==> src/rtl/dmem_arbiter_pkg.sv <==
// Shared types and defaults for the two-master data-memory arbiter.
// Holds FSM state encoding, the decoded command type and the width defaults.
package dmem_arbiter_pkg;

  localparam int unsigned ADDR_W_DEF = 64;
  localparam int unsigned DATA_W_DEF = 64;
  localparam int unsigned CNT_W_DEF  = 16;

  typedef enum logic [1:0] {
    ST_IDLE   = 2'd0,
    ST_ACCESS = 2'd1,
    ST_RESP   = 2'd2
  } state_e;

  typedef enum logic [1:0] {
    CMD_NONE  = 2'd0,
    CMD_READ  = 2'd1,
    CMD_WRITE = 2'd2
  } cmd_e;

  // Write dominates when both command bits are set.
  function automatic cmd_e decode_cmd(input logic mem_write, input logic mem_read);
    if (mem_write) begin
      return CMD_WRITE;
    end else if (mem_read) begin
      return CMD_READ;
    end
    return CMD_NONE;
  endfunction

endpackage

==> src/rtl/dmem_arbiter_rr_arbiter2.sv <==
// Two-way round-robin pick: a lone requester wins, on contention the master
// that was not granted last wins.
module rr_arbiter2 (
  input  logic [1:0] req,
  input  logic       last_grant,
  output logic       grant,
  output logic       valid
);

  assign valid = |req;
  assign grant = (&req) ? ~last_grant : req[1];

endmodule

==> src/rtl/dmem_arbiter.sv <==
// Shares the data-memory slave port between m0 (CPU) and m1 (DMA/debug).
// One access in flight: IDLE arbitrates, ACCESS strobes the slave, RESP acks.
module dmem_arbiter
  import dmem_arbiter_pkg::*;
#(
  parameter int unsigned ADDR_W = ADDR_W_DEF,
  parameter int unsigned DATA_W = DATA_W_DEF,
  parameter int unsigned CNT_W  = CNT_W_DEF
) (
  input  logic              clk,
  input  logic              rst,
  input  logic              m0_req,
  input  logic [ADDR_W-1:0] m0_address,
  input  logic [DATA_W-1:0] m0_WriteData,
  input  logic              m0_MemWrite,
  input  logic              m0_MemRead,
  output logic              m0_ack,
  output logic [DATA_W-1:0] m0_ReadData,
  input  logic              m1_req,
  input  logic [ADDR_W-1:0] m1_address,
  input  logic [DATA_W-1:0] m1_WriteData,
  input  logic              m1_MemWrite,
  input  logic              m1_MemRead,
  output logic              m1_ack,
  output logic [DATA_W-1:0] m1_ReadData,
  output logic [ADDR_W-1:0] s_address,
  output logic [DATA_W-1:0] s_WriteData,
  output logic              s_MemWrite,
  output logic              s_MemRead,
  input  logic [DATA_W-1:0] s_ReadData,
  output logic              owner,
  output logic              busy,
  output logic [CNT_W-1:0]  m0_count,
  output logic [CNT_W-1:0]  m1_count
);

  state_e            state_q;
  logic              owner_q;
  logic              last_grant_q;
  logic [ADDR_W-1:0] addr_q;
  logic [DATA_W-1:0] wdata_q;
  cmd_e              cmd_q;
  logic [DATA_W-1:0] resp_q;

  logic              grant;
  logic              grant_valid;
  logic              in_access;
  logic [1:0]        ack;
  logic [DATA_W-1:0] rdata [2];
  logic [CNT_W-1:0]  count [2];

  rr_arbiter2 u_rr (
    .req        ({m1_req, m0_req}),
    .last_grant (last_grant_q),
    .grant      (grant),
    .valid      (grant_valid)
  );

  always_ff @(posedge clk) begin
    if (rst) begin
      state_q      <= ST_IDLE;
      owner_q      <= 1'b0;
      last_grant_q <= 1'b1;
      addr_q       <= '0;
      wdata_q      <= '0;
      cmd_q        <= CMD_NONE;
      resp_q       <= '0;
    end else begin
      case (state_q)
        ST_IDLE: begin
          if (grant_valid) begin
            state_q      <= ST_ACCESS;
            owner_q      <= grant;
            last_grant_q <= grant;
            addr_q       <= grant ? m1_address : m0_address;
            wdata_q      <= grant ? m1_WriteData : m0_WriteData;
            cmd_q        <= grant ? decode_cmd(m1_MemWrite, m1_MemRead)
                                  : decode_cmd(m0_MemWrite, m0_MemRead);
          end
        end
        ST_ACCESS: begin
          // Writes and no-ops return zero to the master.
          resp_q  <= (cmd_q == CMD_READ) ? s_ReadData : '0;
          state_q <= ST_RESP;
        end
        ST_RESP: begin
          state_q <= ST_IDLE;
        end
        default: begin
          state_q <= ST_IDLE;
        end
      endcase
    end
  end

  assign in_access   = (state_q == ST_ACCESS);
  assign s_address   = in_access ? addr_q  : '0;
  assign s_WriteData = in_access ? wdata_q : '0;
  assign s_MemWrite  = in_access && (cmd_q == CMD_WRITE);
  assign s_MemRead   = in_access && (cmd_q == CMD_READ);
  assign busy        = (state_q != ST_IDLE);
  assign owner       = busy && owner_q;

  for (genvar gi = 0; gi < 2; gi++) begin : g_master
    logic [CNT_W-1:0] cnt_q;
    logic [CNT_W-1:0] cnt_d;

    assign ack[gi]   = (state_q == ST_RESP) && (owner_q == 1'(gi));
    assign rdata[gi] = ack[gi] ? resp_q : '0;
    assign count[gi] = cnt_q;

    always_comb begin
      cnt_d = cnt_q;
      if (ack[gi] && (cnt_q != '1)) begin
        cnt_d = cnt_q + CNT_W'(1);
      end
    end

    always_ff @(posedge clk) begin
      if (rst) begin
        cnt_q <= '0;
      end else begin
        cnt_q <= cnt_d;
      end
    end
  end

  assign m0_ack      = ack[0];
  assign m1_ack      = ack[1];
  assign m0_ReadData = rdata[0];
  assign m1_ReadData = rdata[1];
  assign m0_count    = count[0];
  assign m1_count    = count[1];

endmodule
==> config.mk <==
export PLATFORM = sky130hd
export DESIGN_NAME = dmem_arbiter
export DESIGN_NICKNAME = d
export VERILOG_FILES = /design/src/rtl/dmem_arbiter_pkg.sv /design/src/rtl/dmem_arbiter_rr_arbiter2.sv /design/src/rtl/dmem_arbiter.sv
export SDC_FILE = /design/constraint.sdc
export NUM_CORES = 1
export LEC_CHECK = 0
export CAP_MARGIN = 20
export CORE_AREA = 2 2 245 247
export DETAILED_ROUTE_END_ITERATION = 10
export DIE_AREA = 0 0 247 249
export MAX_ROUTING_LAYER = met4
export SETUP_SLACK_MARGIN = 0.5
export SLEW_MARGIN = 20
export SYNTH_ARGS = -nofsm -noshare
export SYNTH_HDL_FRONTEND = slang
export SYNTH_SLANG_ARGS = --single-unit
==> constraint.sdc <==
create_clock -name clk -period 2.8 [get_ports clk]
set_input_delay 0.56 -clock clk [delete_from_list [all_inputs] [get_ports clk]]
set_output_delay 0.56 -clock clk [all_outputs]
set_load 0.1 [all_outputs]
-- Word level (Yosys, flattened, before mapping)
Cells that the tools add are included.
- reduce and logical (&&, ||, !) cells: 12
- add/sub/neg operators: 2
- bitwise operators: 2
- muxes and demuxes: 27
- equal/unequal tests: 7
- operators with widths (cell ; number):
    two-way mux 64 bit ; 7
    adder 16 x 1 -> 16 bit, second input constant ; 2
    != test 16 bit, second input constant ; 2
    two-way mux 2 bit ; 8
    two-way mux 1 bit ; 11
    logical AND 1 bit ; 7
    == test 2 x 1 -> 1 bit, second input constant ; 2
    == test 2 bit, second input constant ; 2
    one-hot mux 2 bit (2 select lines) ; 1
    AND reduction 2 bit ; 2
    zero test 2 bit ; 1
    != test 2 bit, second input constant ; 1
    inverter 1 bit ; 2
    nonzero test 2 bit ; 1
    OR reduction 2 bit ; 1
- register bits after elaboration: 230

-- Longest topological paths before layout
Gate-level depths: netlist of the first run.
- depth in word-level cells: 7
- gate-level depth with buffers: 7
- mapped depth without buffers: 5

-- Hierarchy
Synthesis of the first run repeated with hierarchy kept, for this count alone.
- cell total of the unflattened synthesis: 1290
- area total of the unflattened synthesis: 11215.8 µm²
- modules (own cells, without submodules) (module ; cells an instance ; instances ; sequential area each (µm²) ; area each (µm²)):
    dmem_arbiter ; 1288 ; 1 ; 4604.4 ; 11202.0
    rr_arbiter2 ; 2 ; 1 ; 0.0 ; 13.8

-- Worst setup path before layout of the first run
No wires, ideal clock.
- path kind: register to output
- from: register state_q[1]
- to: output s_MemWrite
- path slack: -0.880 ns
- stages on the path, launching flop included: 5
- buffers on the path: 2
- data arrival time: 3.120 ns
- cell sequence: dfxtp_1 > nand2b_1 > clkbuf_1 > clkbuf_1 > nor3b_1
- word-level cells in the longest chain between the ends: 2
- RTL lines (element ; RTL line ; source):
    start: declaration ; dmem_arbiter.sv:37 ; state_e state_q;
    start signal: assignment ; dmem_arbiter.sv:61 ; state_q <= ST_IDLE;
    start signal: assignment ; dmem_arbiter.sv:72 ; state_q <= ST_ACCESS;
    start signal: assignment ; dmem_arbiter.sv:84 ; state_q <= ST_RESP;
    == test 2 x 1 -> 1 bit ; dmem_arbiter.sv:96 ; assign in_access = (state_q == ST_ACCESS);
    logical AND 1 bit ; dmem_arbiter.sv:99 ; assign s_MemWrite = in_access && (cmd_q == CMD_WRITE);
    end: declaration ; dmem_arbiter.sv:28 ; output logic s_MemWrite,
No other way between the ends.

-- Final worst setup path of the first run
- from: register state_q[1]
- to: output m0_ReadData[24]
- word-level cells in the longest chain between the ends: 3
- RTL lines (element ; RTL line ; source):
    == test 2 bit ; dmem_arbiter.sv:108 ; assign ack[gi] = (state_q == ST_RESP) && (owner_q == 1'(gi));
    logical AND 1 bit ; dmem_arbiter.sv:108 ;
    two-way mux 64 bit ; dmem_arbiter.sv:109 ; assign rdata[gi] = ack[gi] ? resp_q : '0;
    end: declaration ; dmem_arbiter.sv:18 ; output logic [DATA_W-1:0] m0_ReadData,
No other way between the ends.

==> flow_summary.ini, run 1 <==
[logic_synthesis]
synth_mux_area_share_pct = 12.1
synthXorXnorAreaFrac_pct = 0
synth_adder_area_share_pct = 0.223
synth_nets = 1625
synth_compound_area_share_pct = 16.2
synth_cell_types = 45
synth_edf_count = 0
ys_warn_count = 0
seq_area_frac_synth_pct = 41.1
postSynthRegisterBits = 230
post_synth.cell_area_avg_um2 = 8.65
synth-simple-area-share_pct = 26.0
synth_top_family_by_area = simple AND/OR/NAND/NOR gates
synth_ff_type = dfxtp_1
synthArstFlopShare_pct = 0
synth_cells = 1295
netlist_area_um2 = 11200

[power_and_ir_drop]
power_leakage_nw = 9.27
ir_drop_uv = 388
power_density_nw_per_um2 = 442

[sta]
holdWs_ps = 468
drv_slew = 0
slew_headroom_pct = 47.1
finClkSkew_ps = 14.6
rsz0062_at_grt = true
period_minus_slack_ps = 2610
tns_ps = 0
finalHoldViolCount = 0
worst_pin_slew_ps = 786
timing.fmax_ghz = 0.384
fin_crit_sh_pct = 93.1
setup_violations = 0

[clock_network]
clock_latency_ps = 550
clockBufferDepth = 3
cts_tree = yes
cts_sinks = 230
postCtsHoldBufs = 0
ctsRootBufferMaster = clkbuf_16
path_clk_slew_ps = 60
cts_buffers = 28
cts-htree-levels = 1

[final_layout]
final_cells = 2725
stdcell_area_um2 = 23900
synthToLayoutAreaGrowth_pct = 113
layout_common_cells = clkdlybuf4s50_1, buf_12, and2_4, nor2_1, dfxtp_1
layout.nets = 2261
final_common_cell = clkdlybuf4s50_1
fin_util_pct = 40.7
drive_gt1_share_pct = 38.7

[die]
die_x_um = 247
core_area_um2 = 58700
start_util_pct = 19.1
dieArea_um2 = 61500
ios = 622
die_h_um = 249
row_count = 89

[detailed_routing]
num_vias = 12200
drt-vias-per-instance = 4.48
drc = 0
ant_nets = 0
firstDrtPassIters = 5
wl_mm = 56.7
wl_per_cell_um = 20.8
initialDrtViolationCount = 512

[worst_setup_path]
r2r-start = state_q[1]
cp.arrival_ps = 2050
setup.worst_path.end_class = primary output
cp-start-kind = flip-flop
crit_fanout = 8
crit_start = state_q[1]
regToRegEndpoint = m0_count[15]
r2r_cells = 5
path_class = flip-flop to primary output
worstPathRequired_ps = 2240
reg2reg_slack_ps = 600

[grt]
grt_pass1_wl_mm = 79.1
grtUsageTotal_pct = 17.5
antenna_found_initial = 5
gr-total-overflow = 0
grt_max_degree = 77
grt_pass1_vias = 12200

[worst_hold_path]
whs_path_depth = 1
min_path_type = flip-flop to flip-flop
hp-start = m0_count[4]
worst_hold_path.endpoint = m0_count[4]

[placed_design]
dp_cells = 2608
io_buffers = 621
gp_congestion = 0.876
dpl.hpwl_mm = 39.2
dpl_cell_area_um2 = 21000

[job]
drv_cap = 0

[status]
status = finished, final reports clean
[synthesized netlist by cell type (2+ instances only)]
cell type | number | share of area [%]
clkbuf_1 | 99 | 3.3
nor4_1 | 8 | 0.45
or3_2 | 2 | 0.13
buf_6 | 2 | 0.20
nor2_1 | 209 | 7.0
nor2b_1 | 5 | 0.28
o311ai_0 | 2 | 0.16
nor3_1 | 7 | 0.31
a211oi_1 | 134 | 9.0
or2_2 | 3 | 0.17
ha_1 | 2 | 0.22
nand4_1 | 13 | 0.73
buf_2 | 3 | 0.13
or3_1 | 4 | 0.22
o41ai_1 | 3 | 0.23
and3_1 | 2 | 0.11
nand3_1 | 5 | 0.22
mux2i_1 | 131 | 12
and2_1 | 256 | 14
inv_1 | 11 | 0.37
buf_1 | 13 | 0.44
nand2_1 | 18 | 0.60
o21ai_0 | 8 | 0.36
or4_1 | 9 | 0.60
o31ai_1 | 8 | 0.54
nor3b_1 | 3 | 0.20
a311oi_1 | 3 | 0.23
nand3b_1 | 2 | 0.13
a21oi_1 | 18 | 0.80
a22oi_1 | 65 | 4.4
dfxtp_1 | 230 | 41
mux2_2 | 4 | 0.40
[what timing repair did]
action / in CTS / in global routing
endpoints found under the setup margin: 259 / 264
resized for setup: 158 / 148
gates cloned: 23 / 9
pin swaps: 60 / 54
buffers inserted: 25 / 9
[worst max-delay path by stage]
stage                       to  slack (ps)  cells after the start
4_1_cts         m0_ReadData[1]         130                      5
6_report       m0_ReadData[24]         190                      6
3_3_place_gp        addr_q[14]         400                      6
5_1_grt        m1_ReadData[30]         120                      7
2_1_floorplan  m0_ReadData[20]         340                      6
3_5_place_dp        addr_q[17]         340                      6
[stage by stage]
stage	setup WS, ps	total power, W
after CTS	127	0.0105
after detailed placement	343	0.00644
after global routing	119	0.0110
after global placement	404	0.00640
final	193	0.0105
after floorplan	339	0.00517
[flip-flops by register name (all words and copies together) (netlist names)]
signal        cells
addr_q           64
cmd_q             2
last_grant_q      1
m0_count         16
m1_count         16
owner_q           1
resp_q           64
state_q           2
wdata_q          64
[worst max-delay path, cell delays in order, from the launching register on]
cell	delay (ps)
dfxtp_2	350
or3b_4	430
clkinv_8	130
buf_12	120
buf_16	120
and2_4	160
buf_12	170
[layer usage]
metal | up-vias | global-route usage (%) | part of all wire (%)
met5 | - | - | 0
met4 | 0 | 4.30 | 2.3
met3 | 76 | 3.88 | 7.7
met2 | 512 | 30.4 | 50
met1 | 5791 | 20.3 | 40
li1 | 5839 | - | -
[area by class of cell]
| class | instances | area (um^2) |
|---|---|---|
| antenna | 2 | 5.00 |
| clock buffer | 37 | 776 |
| clock inverter | 12 | 145 |
| fill | 5535 | 34800 |
| inverter | 11 | 67.6 |
| multi-input combinational | 937 | 6760 |
| sequential | 230 | 4650 |
| tap | 773 | 967 |
| timing repair buffer | 723 | 10500 |
[report_power, final]
part,switching [W],internal (W)
Sequential,0.000150,0.00352
Clock,0.00148,0.00221
Combinational,0.00169,0.00149
Total,0.00331,0.00722
[kinds of logic after synthesis]
kind of cell               after synthesis
adders and majority gates                2
muxes                                  135
and+or+nand+nor                        552
buffers and inverters                  128
DFF                                    230
AOI/OAI and AO/OA                      248
(Power assumes the default switching activity.)
==> inputs of run 2 (changes only) <==
- CTS_CLUSTER_DIAMETER: default -> 80
- REMOVE_ABC_BUFFERS: default -> 1
==> run 2 against run 1 <==
Critical path depth stayed put. Sequential share of layout area rose by 0.24 points. Hold slack improved by 28 ps. Via count is 0.79% lower. Critical path type unchanged. Register-to-register slack got worse by 20 ps. Total power down 0.57%. Final area is 1.9% lower. Highest routed layer unchanged. Sequential power about the same.
==> flow_summary.ini, run 2 (synthesized netlist as in run 1, its figures left out) <==
[clock_network]
ctsRootBufferMaster = clkbuf_16
clockBufferDepth = 3
cts-htree-levels = 1
cts_sinks = 230
cts_tree = yes
cts_buffers = 28
path_clk_slew_ps = 60
clock_latency_ps = 570

[power_and_ir_drop]
p_seq_share_pct = 35.0
power_leakage_nw = 9.06
power.internal_w = 0.00721
power_frac_comb_pct = 28.6
ir_drop_uv = 483
power_density_nw_per_um2 = 448
p_switching_w = 0.00327
p_sw_share_pct = 31.2
clkPwrFrac_pct = 36.4

[sta]
tns_ps = 0
drv_slew = 0
worst_pin_slew_ps = 843
finalHoldViolCount = 0
slew_headroom_pct = 43.3
fin_crit_sh_pct = 95.7
timing.fmax_ghz = 0.373
rsz0062_at_grt = true
finClkSkew_ps = 23.8
setup_violations = 0
period_minus_slack_ps = 2680

[detailed_routing]
firstDrtPassIters = 5
wl_mm = 54.8
wl_per_cell_um = 20.2
num_vias = 12100
drc = 0
drt-vias-per-instance = 4.46
initialDrtViolationCount = 431
ant_nets = 0

[worst_setup_path]
worstPathRequired_ps = 2240
cp_slowest_stage_delay_ps = 400
regToRegEndpoint = m0_count[13]
r2r-start = state_q[1]
path_cells = or3b_4, clkinvlp_4, buf_6, buf_16, and2_4, buf_12
setup.worst_path.end_class = primary output
crit_start = state_q[1]
reg2reg_slack_ps = 580
cp-endpoint = m0_ReadData[12]
path_class = flip-flop to primary output
crit_fanout = 8
cp.arrival_ps = 2120
cp-start-kind = flip-flop
r2r_cells = 5
cp_slowest_cell = or3b_4

[final_layout]
stdcell_area_um2 = 23400
nFillCells = 5663
reg_top3 = addr_q x64, resp_q x64, wdata_q x64
final_common_cell = clkdlybuf4s50_1
layout_common_cells = clkdlybuf4s50_1, buf_12, and2_4, dfxtp_1, nor2_1
final_cells = 2715
multi_input_area_um2 = 6740
layout.nets = 2246
synthToLayoutAreaGrowth_pct = 109
regArea_um2 = 4610
drive_gt1_share_pct = 35.4

[placed_design]
gp_congestion = 0.882
io_buffers = 621
dpl_cell_area_um2 = 20900
dpl.hpwl_mm = 38.4
dp_cells = 2610

[grt]
grt_pass1_vias = 11700
grtUsageTotal_pct = 15.8
gr-total-overflow = 0
antenna_found_initial = 7
grt_max_degree = 75
grt_pass1_wl_mm = 72.9

[die]
row_count = 89
start_util_pct = 19.1
dieArea_um2 = 61500
core_area_um2 = 58700
die_h_um = 249
die_x_um = 247
ios = 622

[worst_hold_path]
min_path_type = flip-flop to flip-flop
hp-start = wdata_q[60]

[job]
drv_cap = 0

[status]
status = finished, final reports clean
==> run 2: worst min-delay path by stage <==
stage,to,depth (start not counted)
finish,wdata_q[60],2
CTS,wdata_q[20],2
detailed placement,wdata_q[20],2
global placement,addr_q[46],2
global route,addr_q[45],2
floorplan,addr_q[0],2
==> run 2: per-layer routing <==
| layer | vias up | global-route usage [%] | part of all wire, % |
|---|---|---|---|
| li1 | 5815 | - | - |
| met1 | 5736 | 16.8 | 37 |
| met2 | 509 | 28.8 | 53 |
| met3 | 62 | 4.46 | 8.6 |
| met4 | 0 | 3.49 | 1.8 |
| met5 | - | - | 0 |
==> run 2: cell type report <==
| class | count | share of cell area, % |
|---|---|---|
| inverters | 11 | 0.209 |
| clock buffers | 44 | 3.77 |
| clock inverters | 6 | 0.342 |
| flip-flops and latches | 230 | 19.7 |
| diodes | 6 | 0.0642 |
| multi-input cells | 939 | 28.8 |
| repair buffers | 706 | 43.0 |
| well taps | 773 | 4.13 |
==> run 2: power groups by stage <==
stage / Clock [W] / Sequential (W) / Combinational (W)
floorplan: 0 / 0.00368 / 0.00166
global placement: 0 / 0.00371 / 0.00268
detailed placement: 0 / 0.00372 / 0.00270
CTS: 0.00391 / 0.00365 / 0.00276
global route: 0.00407 / 0.00369 / 0.00317
finish: 0.00381 / 0.00367 / 0.00300
==> run 2: stage by stage <==
step                setup slack, ps  utilization [%]  power [W]  hold slack [ps]
floorplan                    -12690                -    0.00534              469
global placement                419             35.6    0.00638              481
detailed placement              306             35.6    0.00642              487
CTS                            20.5             37.7     0.0103              495
global route                   62.6             39.9     0.0109              523
finish                          119             39.9     0.0105              497
==> run 2: critical path, delay by kind of cell (launching register included) <==
family | cells | cell delay (ps)
flip-flops | 1 | 360
buffers and inverters | 4 | 630
AND/OR/NAND/NOR | 2 | 570
==> run 2: repair_timing <==
action	in CTS	in global routing
cloned	5	24
endpoints found under the hold margin	0	0
pin swaps	17	80
hold buffers	0	0
endpoints found under the setup margin	259	259
resized for setup	60	231
setup buffers	4	16
==> inputs of run 3 (changes only) <==
- CORE_AREA: 2 2 245 247 -> 2 2 242 244
- DIE_AREA: 0 0 247 249 -> 0 0 244 246
- DONT_BUFFER_PORTS: default -> 1
- TNS_END_PERCENT: default -> 1
==> run 3 against run 2 <==
Flip-flop and latch count unchanged. Critical path depth down 1. Fmax is essentially flat. Clock skew decreased by 3.1 ps. Non-clock buffer count down 377. Hold slack worse by 420 ps. Largest cell class is now multi-input gates. First-iteration DRC count decreased by 9.3%. Final cell count down 14%. Worst setup slack about the same. Critical endpoint is now m0_ReadData[37]. Total power decreased by 12%. Combinational power down 36%.
==> flow_summary.ini, run 3 (synthesized netlist as in run 1, its figures left out) <==
[final_layout]
fin_util_pct = 29.0
final_common_cell = and2_1
stdcell_area_um2 = 16600
layout.nets = 1867
reg_top3 = addr_q x64, resp_q x64, wdata_q x64
synthToLayoutAreaGrowth_pct = 48.3
drive_gt1_share_pct = 27.2
layout_common_cells = and2_1, dfxtp_1, nor2_1, buf_4, a211oi_1

[die]
die_h_um = 246
core_area_um2 = 57400
die_x_um = 244
start_util_pct = 19.5
dieArea_um2 = 60000
row_count = 88
ios = 622

[worst_hold_path]
hp-start = rst
min_path_type = input pin to flip-flop
worst_hold_path.endpoint = wdata_q[31]
whs_path_depth = 1

[sta]
holdWs_ps = 78.5
setup_violations = 0
period_minus_slack_ps = 2680
setup_slack_ps = 119
finClkSkew_ps = 20.7
rsz0062_at_grt = true
worst_pin_slew_ps = 1040
slew_headroom_pct = 30.9
timing.fmax_ghz = 0.373
fin_crit_sh_pct = 95.7
drv_slew = 0
finalHoldViolCount = 0

[worst_setup_path]
r2r-start = owner_q
r2r_cells = 5
worstPathRequired_ps = 2240
crit_fanout = 10
cp.arrival_ps = 2120
cp-start-kind = flip-flop
path_class = flip-flop to primary output
regToRegEndpoint = m0_count[15]
reg2reg_slack_ps = 550
setup.worst_path.end_class = primary output

[grt]
grt_pass1_vias = 10200
gr-total-overflow = 0
antenna_found_initial = 4
grt_pass1_wl_mm = 61.9
grt_max_degree = 235
grtUsageTotal_pct = 13.7

[placed_design]
dpl.hpwl_mm = 33.1
dp_slack_ps = 506
dpl_cell_area_um2 = 14900
io_buffers = 0
gp_congestion = 0.972

[clock_network]
cts-htree-levels = 1
cts_tree = yes
clock_latency_ps = 570
cts_sinks = 230
clockBufferDepth = 3
path_clk_slew_ps = 60
postCtsHoldBufs = 0
ctsRootBufferMaster = clkbuf_16
cts_buffers = 28

[detailed_routing]
wl_per_cell_um = 19.4
drt-vias-per-instance = 4.58
num_vias = 10700
drc = 0
wl_mm = 45.0
initialDrtViolationCount = 391
firstDrtPassIters = 5
ant_nets = 0

[job]
drv_cap = 0

[power_and_ir_drop]
power_leakage_nw = 6.60
ir_drop_uv = 390
p_sw_share_pct = 32.0
power.internal_w = 0.00627
power_density_nw_per_um2 = 555
power_frac_comb_pct = 20.7
clkPwrFrac_pct = 39.4
p_seq_share_pct = 39.9
p_switching_w = 0.00295

[status]
status = finished, final reports clean
## run 3: critical path, cell delays in order, from the launching register on
cell and delay [ps]:
dfxtp_2 330, or3b_4 440, clkinv_8 110, buf_16 210, and2_1 250, buf_12 200
## run 3: worst max path at each step
stage / from / to / slack (ps) / cells after the start
finish: owner_q / m0_ReadData[37] / 120 / 5
global route: owner_q / m0_ReadData[37] / 60 / 5
CTS: state_q[0] / m0_ReadData[34] / 70 / 5
detailed placement: state_q[1] / m0_ReadData[46] / 510 / 5
global placement: state_q[1] / m0_ReadData[15] / 550 / 5
floorplan: m0_req / cmd_q[0] / -12690 / 3
## run 3: stage by stage
step / TNS, ps / std cells / total power (W)
after global routing: 0 / 2326 / 0.00961
final: 0 / 2326 / 0.00922
after detailed placement: 0 / 2260 / 0.00560
after global placement: 0 / 2260 / 0.00556
after floorplan: -2026690 / 1178 / 0.00534
after CTS: 0 / 2316 / 0.00933
## run 3: power by group through the flow
stage | logic [W] | registers (W) | clock network (W)
after CTS | 0.00190 | 0.00368 | 0.00376
after global routing | 0.00204 | 0.00370 | 0.00388
after detailed placement | 0.00185 | 0.00375 | 0
after global placement | 0.00183 | 0.00374 | 0
final | 0.00191 | 0.00368 | 0.00363
after floorplan | 0.00166 | 0.00368 | 0
## run 3: timing repair
action | CTS | global route
setup buffers | 2 | 1
resized for setup | 49 | 85
pin swaps | 1 | 1
cloned | 4 | 5
endpoints found under the setup margin | 261 | 262
## run 3: per-layer routing
layer / part of all wire (%) / GRT usage (%) / vias to the layer above
li1: - / - / 5034
met2: 51 / 24.9 / 544
met3: 7.7 / 3.50 / 98
met5: 0 / - / -
met4: 5.4 / 5.76 / 0
met1: 36 / 14.1 / 4974
## run 3: final cells by class
class,instances,area (um^2)
inverters,11,58.8
fillers,5957,40700
clock inverters,10,121
flip-flops and latches,230,4610
diodes,4,10.0
well taps,765,957
repair buffers,329,3860
multi-input cells,937,6200
clock buffers,40,806
